`src/rtl/wb_pkg.sv`:
```
// Shared write-back types: default register widths and the holding-buffer entry layout.
package wb_pkg;
  localparam int WB_WIDTH = 32;
  localparam int WB_AW    = 5;

  typedef struct packed {
    logic                valid;
    logic [WB_AW-1:0]    rd;
    logic [WB_WIDTH-1:0] data;
  } wb_entry_t;
endpackage

```
`src/rtl/wb_fifo.sv`:
```
// ALU holding buffer: push at tail, pop at head, invalidate-by-rd; entries read out oldest-first.
// Pointers wrap modulo DEPTH; killed entries keep their slot until popped, so cnt still counts them.
module wb_fifo import wb_pkg::*; #(
  parameter int WIDTH = WB_WIDTH,
  parameter int AW    = WB_AW,
  parameter int DEPTH = 4,
  localparam int PW   = $clog2(DEPTH),
  localparam int CW   = $clog2(DEPTH) + 1
) (
  input  logic             clk,
  input  logic             rst,
  input  logic             push,
  input  logic [AW-1:0]    push_rd,
  input  logic [WIDTH-1:0] push_data,
  input  logic             pop,
  input  logic             kill,
  input  logic [AW-1:0]    kill_rd,
  output logic [CW-1:0]    cnt,
  output wb_entry_t        ent_ord [DEPTH]
);
  wb_entry_t     mem [DEPTH];
  logic [PW-1:0] wr_ptr;
  logic [PW-1:0] rd_ptr;

  always_ff @(posedge clk or negedge rst) begin
    if (!rst) begin
      wr_ptr <= '0;
      rd_ptr <= '0;
      cnt    <= '0;
      for (int i = 0; i < DEPTH; i++) mem[i] <= '0;
    end else begin
      for (int i = 0; i < DEPTH; i++) begin
        if (kill && mem[i].valid && mem[i].rd == WB_AW'(kill_rd)) mem[i].valid <= 1'b0;
      end
      if (push) begin
        mem[wr_ptr] <= '{valid: 1'b1, rd: WB_AW'(push_rd), data: WB_WIDTH'(push_data)};
        wr_ptr      <= wr_ptr + PW'(1);
      end
      if (pop) begin
        mem[rd_ptr].valid <= 1'b0;
        rd_ptr            <= rd_ptr + PW'(1);
      end
      case ({push, pop})
        2'b10:   cnt <= cnt + CW'(1);
        2'b01:   cnt <= cnt - CW'(1);
        default: cnt <= cnt;
      endcase
    end
  end

  // Age-ordered view (index 0 = head); slots beyond cnt read as invalid.
  always_comb begin
    for (int i = 0; i < DEPTH; i++) begin
      ent_ord[i] = mem[rd_ptr + PW'(i)];
      if (CW'(i) >= cnt) ent_ord[i].valid = 1'b0;
    end
  end
endmodule

```
`src/rtl/wb_arbiter.sv`:
```
// Register-file write-back arbiter: loads win, ALU results buffered behind them; 1-cycle registered write.
// alu_ready drops when the buffer is full; optional pending-write lookup built only with WB_BYPASS_EN.
module wb_arbiter import wb_pkg::*; #(
  parameter int WIDTH = WB_WIDTH,
  parameter int AW    = WB_AW,
  parameter int DEPTH = 4,
  localparam int CW   = $clog2(DEPTH) + 1
) (
  input  logic             clk,
  input  logic             rst,
  input  logic             alu_valid,
  input  logic [AW-1:0]    alu_rd,
  input  logic [WIDTH-1:0] alu_data,
  output logic             alu_ready,
  input  logic             mem_valid,
  input  logic [AW-1:0]    mem_rd,
  input  logic [WIDTH-1:0] mem_data,
  output logic             we,
  output logic [AW-1:0]    wr_addr,
  output logic [WIDTH-1:0] wr_din,
  input  logic [AW-1:0]    byp_addr,
  output logic             byp_hit,
  output logic [WIDTH-1:0] byp_data,
  output logic [CW-1:0]    pend_cnt
);
  wb_entry_t        ent_ord [DEPTH];
  logic             alu_acc;
  logic             push;
  logic             pop;
  logic             kill;
  logic             nxt_we;
  logic [AW-1:0]    nxt_addr;
  logic [WIDTH-1:0] nxt_din;

  assign alu_ready = (pend_cnt < CW'(DEPTH));
  assign alu_acc   = alu_valid && alu_ready;

  wb_fifo #(.WIDTH(WIDTH), .AW(AW), .DEPTH(DEPTH)) u_fifo (
    .clk       (clk),
    .rst       (rst),
    .push      (push),
    .push_rd   (alu_rd),
    .push_data (alu_data),
    .pop       (pop),
    .kill      (kill),
    .kill_rd   (mem_rd),
    .cnt       (pend_cnt),
    .ent_ord   (ent_ord)
  );

  // rd=0 results are consumed but never written or buffered.
  always_comb begin
    nxt_we   = 1'b0;
    nxt_addr = wr_addr;
    nxt_din  = wr_din;
    push     = 1'b0;
    pop      = 1'b0;
    kill     = 1'b0;
    if (mem_valid) begin
      kill = (mem_rd != '0);
      push = alu_acc && (alu_rd != '0);
      if (mem_rd != '0) begin
        nxt_we   = 1'b1;
        nxt_addr = mem_rd;
        nxt_din  = mem_data;
      end
    end else if (pend_cnt != '0) begin
      pop  = 1'b1;
      push = alu_acc && (alu_rd != '0);
      if (ent_ord[0].valid) begin
        nxt_we   = 1'b1;
        nxt_addr = ent_ord[0].rd[AW-1:0];
        nxt_din  = ent_ord[0].data[WIDTH-1:0];
      end
    end else if (alu_acc && (alu_rd != '0)) begin
      nxt_we   = 1'b1;
      nxt_addr = alu_rd;
      nxt_din  = alu_data;
    end
  end

  always_ff @(posedge clk or negedge rst) begin
    if (!rst) begin
      we      <= 1'b0;
      wr_addr <= '0;
      wr_din  <= '0;
    end else begin
      we      <= nxt_we;
      wr_addr <= nxt_addr;
      wr_din  <= nxt_din;
    end
  end

`ifdef WB_BYPASS_EN
  // Youngest buffered match overrides the output register, which is older.
  always_comb begin
    byp_hit  = 1'b0;
    byp_data = '0;
    if (byp_addr != '0) begin
      if (we && wr_addr == byp_addr) begin
        byp_hit  = 1'b1;
        byp_data = wr_din;
      end
      for (int i = 0; i < DEPTH; i++) begin
        if (ent_ord[i].valid && ent_ord[i].rd[AW-1:0] == byp_addr) begin
          byp_hit  = 1'b1;
          byp_data = ent_ord[i].data[WIDTH-1:0];
        end
      end
    end
  end
`else
  logic unused_byp;
  assign byp_hit  = 1'b0;
  assign byp_data = '0;
  always_comb begin
    unused_byp = ^byp_addr;
    for (int i = 0; i < DEPTH; i++) unused_byp = unused_byp ^ (^ent_ord[i]);
  end
`endif
endmodule

```
`config.mk`:
```
export PLATFORM = sky130hd
export DESIGN_NAME = wb_arbiter
export DESIGN_NICKNAME = d
export VERILOG_FILES = /design/src/rtl/wb_pkg.sv /design/src/rtl/wb_fifo.sv /design/src/rtl/wb_arbiter.sv
export SDC_FILE = /design/constraint.sdc
export NUM_CORES = 1
export LEC_CHECK = 0
export ABC_AREA = 1
export CAP_MARGIN = 40
export CORE_ASPECT_RATIO = 0.6
export CORE_MARGIN = 4
export CORE_UTILIZATION = 55
export CTS_CLUSTER_DIAMETER = 50
export CTS_CLUSTER_SIZE = 25
export DETAILED_ROUTE_END_ITERATION = 8
export GPL_TIMING_DRIVEN = 0
export PLACE_DENSITY = 0.81
export SKIP_CTS_REPAIR_TIMING = 1
export SYNTH_ARGS = -nofsm -noshare
export SYNTH_HDL_FRONTEND = slang
export SYNTH_SLANG_ARGS = --single-unit
```
`constraint.sdc`:
```
create_clock -name clk -period 7.38 [get_ports clk]
set_clock_uncertainty 0.15 [all_clocks]
set_input_delay 1.476 -clock clk [delete_from_list [all_inputs] [get_ports clk]]
set_output_delay 1.476 -clock clk [all_outputs]
set_load 0.005 [all_outputs]
```
* Word-level counts from Yosys, hierarchy flattened *
Index checks and enable logic that the tools add are counted.

storage, ports and cells
  flip-flop bits (word level) = 197
  input bits = 83
  output and inout port bits = 75
  word-level logic and storage cells = 93

cells by class
  add/subtract/negate cells = 4
  order comparisons = 6
  equality and inequality tests = 8
  muxes and demuxes = 37
  bitwise operators = 2
  reduce and logical (&&, ||, !) cells = 18

operators by type and width
  kind                   count
  $bwmux W152            2
  $mux W152              2
  $mux W32               5
  $demux W38 S2          2
  $mux W38               4
  $bmux W38 S2           1
  $mux W5                5
  $eq A5 B5 Y1           4
  $mux W1                15
  $logic_and A1 B1 Y1    12
  $reduce_bool A5 Y1     2
  $ge A3 B3 Y1 const B   2
  $lt A3 B1 Y1 const B   2
  $not A2 Y3             2
  $pmux W3 S2            1
  $reduce_bool A3 Y1     2
  $add A2 B1 Y2 const B  2
  $add A3 B1 Y3 const B  1
  $ge A1 B3 Y1 const A   1
  $lt A3 B3 Y1 const B   1
  $ne A3 B3 Y1 const B   1
  $reduce_and A3 Y1      1
  $sub A3 B1 Y3 const B  1
  $eq A2 B1 Y1 const B   1
  other kinds (3)        3

* Depth between registers and ports, before layout *
Gate-level depths: netlist of the first run.

  depth in word-level cells = 9
  mapped depth = 12
  gate-level depth less buffers = 10

* Modules after synthesis *
Synthesis of the first run repeated with hierarchy kept, for this count alone.

second synthesis, totals
  cells, all modules = 1727
  area, all modules = 12458.2 µm²

by module, submodules not included
  module      times used  cells each  area each (µm²)  sequential area each (µm²)
  wb_fifo     1           1333        9720.6           3978.8
  wb_arbiter  1           394         2737.6           950.9

* Worst setup path after synthesis of the first run *
Ideal clock, no wire load.

  path type = input port to flip-flop
  start = input port mem_valid
  end = register u_fifo.cnt[2]
  library setup time = 0.131 ns
  arrival = 3.032 ns
  data required time = 7.099 ns
  slack = 4.067 ns
  stages = 10
  path buffers = 2
  cell sequence = nor2_4 -> buf_4 -> buf_2 -> nand3b_1 -> ha_1 -> inv_1 -> fa_1 -> a21oi_1 -> o21ai_0 -> xor2_1

between the ends
  word-level cells in the longest chain between the ends = 3
  elaborated cells on any way between the ends = 6
  those cells by class = 2 x eq/ne; 3 x mux; 1 x reduce/logical

ends and longest elaborated chain
  what                                                      RTL line          RTL
  from (decl)                                               wb_arbiter.sv:15  input logic mem_valid,
  $mux W1                                                   wb_arbiter.sv:59  if (mem_valid) begin
  $eq A2 B1 Y1 / $eq A2 B2 Y1 (equally long branches)       wb_fifo.sv:43     case ({push, pop})
  $pmux W3 S2 / $reduce_bool A2 Y1 (equally long branches)  -
  to (signal assigned)                                      wb_fifo.sv:44     2'b10: cnt <= cnt + CW'(1);
  to (signal assigned)                                      wb_fifo.sv:45     2'b01: cnt <= cnt - CW'(1);
  to (signal assigned)                                      wb_fifo.sv:46     default: cnt <= cnt;
  to (decl)                                                 wb_fifo.sv:18     output logic [CW-1:0] cnt,

Several ways; a longest one is shown, not always the timed one.
A chain may end at the register's enable or synchronous reset.

* Worst setup path in the final report of the first run *
Ends and elaborated chain as after synthesis.

==> flow_summary.ini, run 1 <==
[sta]
min_period_ns = 3.83
finalSetupViolations = 0
hold_viol = 0
timing.fmax_mhz = 261
holdWs_ns = 0.323
drv_slew = 0
maxSlewHeadroom_pct = 48.2
finalCritPeriodShare_pct = 51.9
rsz0062_at_grt = no
tightest_slew_ns = 0.776

[detailed_routing]
viasPerCell = 5.45
wl_per_cell_um = 18.0
num_vias = 9847
drt_pre_antenna_iters = 6
antenna_violating_nets_post_route = 0
wl_mm = 32.4
drt_iter0_markers = 1105
drc_errors = 0

[global_routing]
grt-ovfl-total = 0
grt_pass1_wl_mm = 50.9
grt_max_degree = 113
antenna_found_initial = 0
track_usage_pct = 31.1
grt_pass1_vias = 9356

[yosys]
ys_seq_elements = 197
synth-edff-count = 0
ys_warn_count = 0
postSynthAreaPerCell_um2 = 7.45
yosysSeqAreaShare_pct = 47.7
synthCells = 1386
async_reset_ff_share_pct = 100
netlist_area_mm2 = 0.0103
ys_types = 32
synth-main-ff-cell = dfrtp_1

[setup_path]
startpoint_type = primary input
slowest_stage = clkdlybuf4s50_1
cpLargestDelayFamily = buffers and inverters
crit_chain = clkdlybuf4s50_1 -> nor2_4 -> buf_4 -> buf_2 -> nand3b_1 -> ha_1 -> inv_1 -> fa_1 -> a21oi_1 -> o21ai_0 -> xor2_1
crit_type = primary input to flop
worstPathMaxFanout = 10
crit_required_ns = 7.56
worstPathArrival_ns = 4.01
cp-end-kind = flop
crit_buf_inv = 4
cp_slowest_stage_delay_ns = 0.49

[place]
dpl.hpwl_mm = 22.7
gpl.final_weighted_congestion = 0.923
dp.cells = 1775
io_buffer_count = 116

[clock_network]
cts.path.max_buffers = 2
cts_tree = built
clkTransAtPathRegs_ns = 0.08
cts.sinks = 197
insertion_delay_ns = 0.45
clock-root-buffer = clkbuf_16
cts_htree_levels = 4
cts_made_buffers = 17

[run]
cap_viol_max_count = 0

[layout]
nets = 1647
mostFrequentLayoutCells = nand2_1 (670), dfrtp_1 (197), clkdlybuf4s50_1 (115)
fin_cells = 1807
drive_gt1_share_pct = 9.57
area_delta_synth_final_pct = 21.4
fin_util_pct = 68.7
antenna_cells = 0
layout_commonest_cell = nand2_1

[power_and_ir_drop]
p_per_area_mw_per_mm2 = 414
p_leak_nw = 6.57
ir_worst_vdd_mv = 0.206
finalPower_mw = 5.19

[die]
start_util_pct = 56.6
rows = 38
die_h_um = 114
core_area_mm2 = 0.0183
io_pins = 158
die_area_mm2 = 0.0211
chipWidth_um = 185

[min_path]
hp-class = flop to flop

[status]
run_status = finished clean
layout make-up:
class,count,area (um2)
Clock buffer,18,439
Buffer,113,718
Inverter,117,439
Timing Repair Buffer,117,1190
Tap cell,240,300
Multi-Input combinational cell,991,4360
Clock inverter,14,158
Fill cell,1571,5720
Sequential cell,197,4930
synthesized netlist by cell type, types with 2 or more instances:
master | number | area [um2]
ha_1 | 9 | 113
nor2_1 | 16 | 60.1
xnor2_1 | 3 | 26.3
o211ai_1 | 48 | 360
dfrtp_1 | 197 | 4930
o21ai_0 | 71 | 355
nand4_1 | 4 | 25.0
o21ai_1 | 17 | 85.1
buf_2 | 40 | 200
inv_1 | 111 | 417
nand3_1 | 78 | 390
buf_6 | 4 | 45.0
nand2_2 | 4 | 25.0
nand2_1 | 670 | 2510
clkbuf_1 | 11 | 41.3
xor2_1 | 8 | 70.1
a21boi_0 | 2 | 15.0
inv_2 | 6 | 22.5
a21oi_1 | 18 | 90.1
buf_4 | 57 | 428
tightest hold or removal path, delay by kind of cell (launching register included):
family	cells	cell delay, ns
simple gates	2	0.10
flops	1	0.34
final timing paths:
| kind | from | end | slack [ns] | cells after the start |
|---|---|---|---|---|
| max in group asynchronous | rst | u_fifo.mem[113] | 5.22 | 2 |
| worst max-delay path | mem_valid | u_fifo.cnt[2] | 3.55 | 11 |
| worst max register to register | u_fifo.cnt[0] | u_fifo.cnt[2] | 4.48 | 12 |
| worst min-delay path | wr_din[0] | wr_din[0] | 0.32 | 2 |
| min in group asynchronous | rst | wr_din[19] | 0.84 | 1 |
| worst min register to register | wr_din[0] | wr_din[0] | 0.32 | 2 |
report_power, final:
part           switching, mW  internal [mW]  total (mW)
clock network          0.485          0.464       0.948
registers              0.268           1.59        1.86
logic                   1.46          0.920        2.38
total                   2.21           2.98        5.19
per-layer routing:
metal | up-vias | track usage (%) | wire length [um]
met5 | - | 0 | 0
met4 | 0 | 9.38 | 834
met3 | 71 | 8.13 | 4210
met2 | 624 | 44.1 | 13200
met1 | 4577 | 47.0 | 14200
li1 | 4575 | - | -
kinds of logic after synthesis:
family,count (synthesis),share of synthesized area (%)
DFF,197,47.7
adders and majority gates,10,1.28
AOI/OAI and AO/OA,158,8.95
and+or+nand+nor,779,29.9
other,1,0.0363
buffers and inverters,230,11.2
xor gates and xnor gates,11,0.933
metrics by stage:
stage / setup WS, ns / TNS (ns) / instance area [um2]
floorplan: 4.07 / 0 / 10500
global placement: -3.61 / -707.21 / 11900
detailed placement: 3.12 / 0 / 11900
CTS: 3.57 / 0 / 12500
global route: 3.32 / 0 / 12500
finish: 3.55 / 0 / 12500
Power figures use the tool's default switching activity.
==> inputs of run 2 (changes only) <==
- clock period: 7.38 -> 3.8 ns (I/O delays scaled with it)
==> results of run 2 <==
The final DEF is identical to that of run 1. Status: finished clean.
Main changes from that run: setup slack after placement 3.12 ns -> 0.252 ns; setup slack after layout 3.55 ns -> 0.688 ns; hold slack 0.323 ns -> 0.121 ns; register-to-register setup slack 4.48 ns -> 0.90 ns; total power 5.19 mW -> 10.1 mW; worst IR drop on VDD 0.206 mV -> 0.401 mV
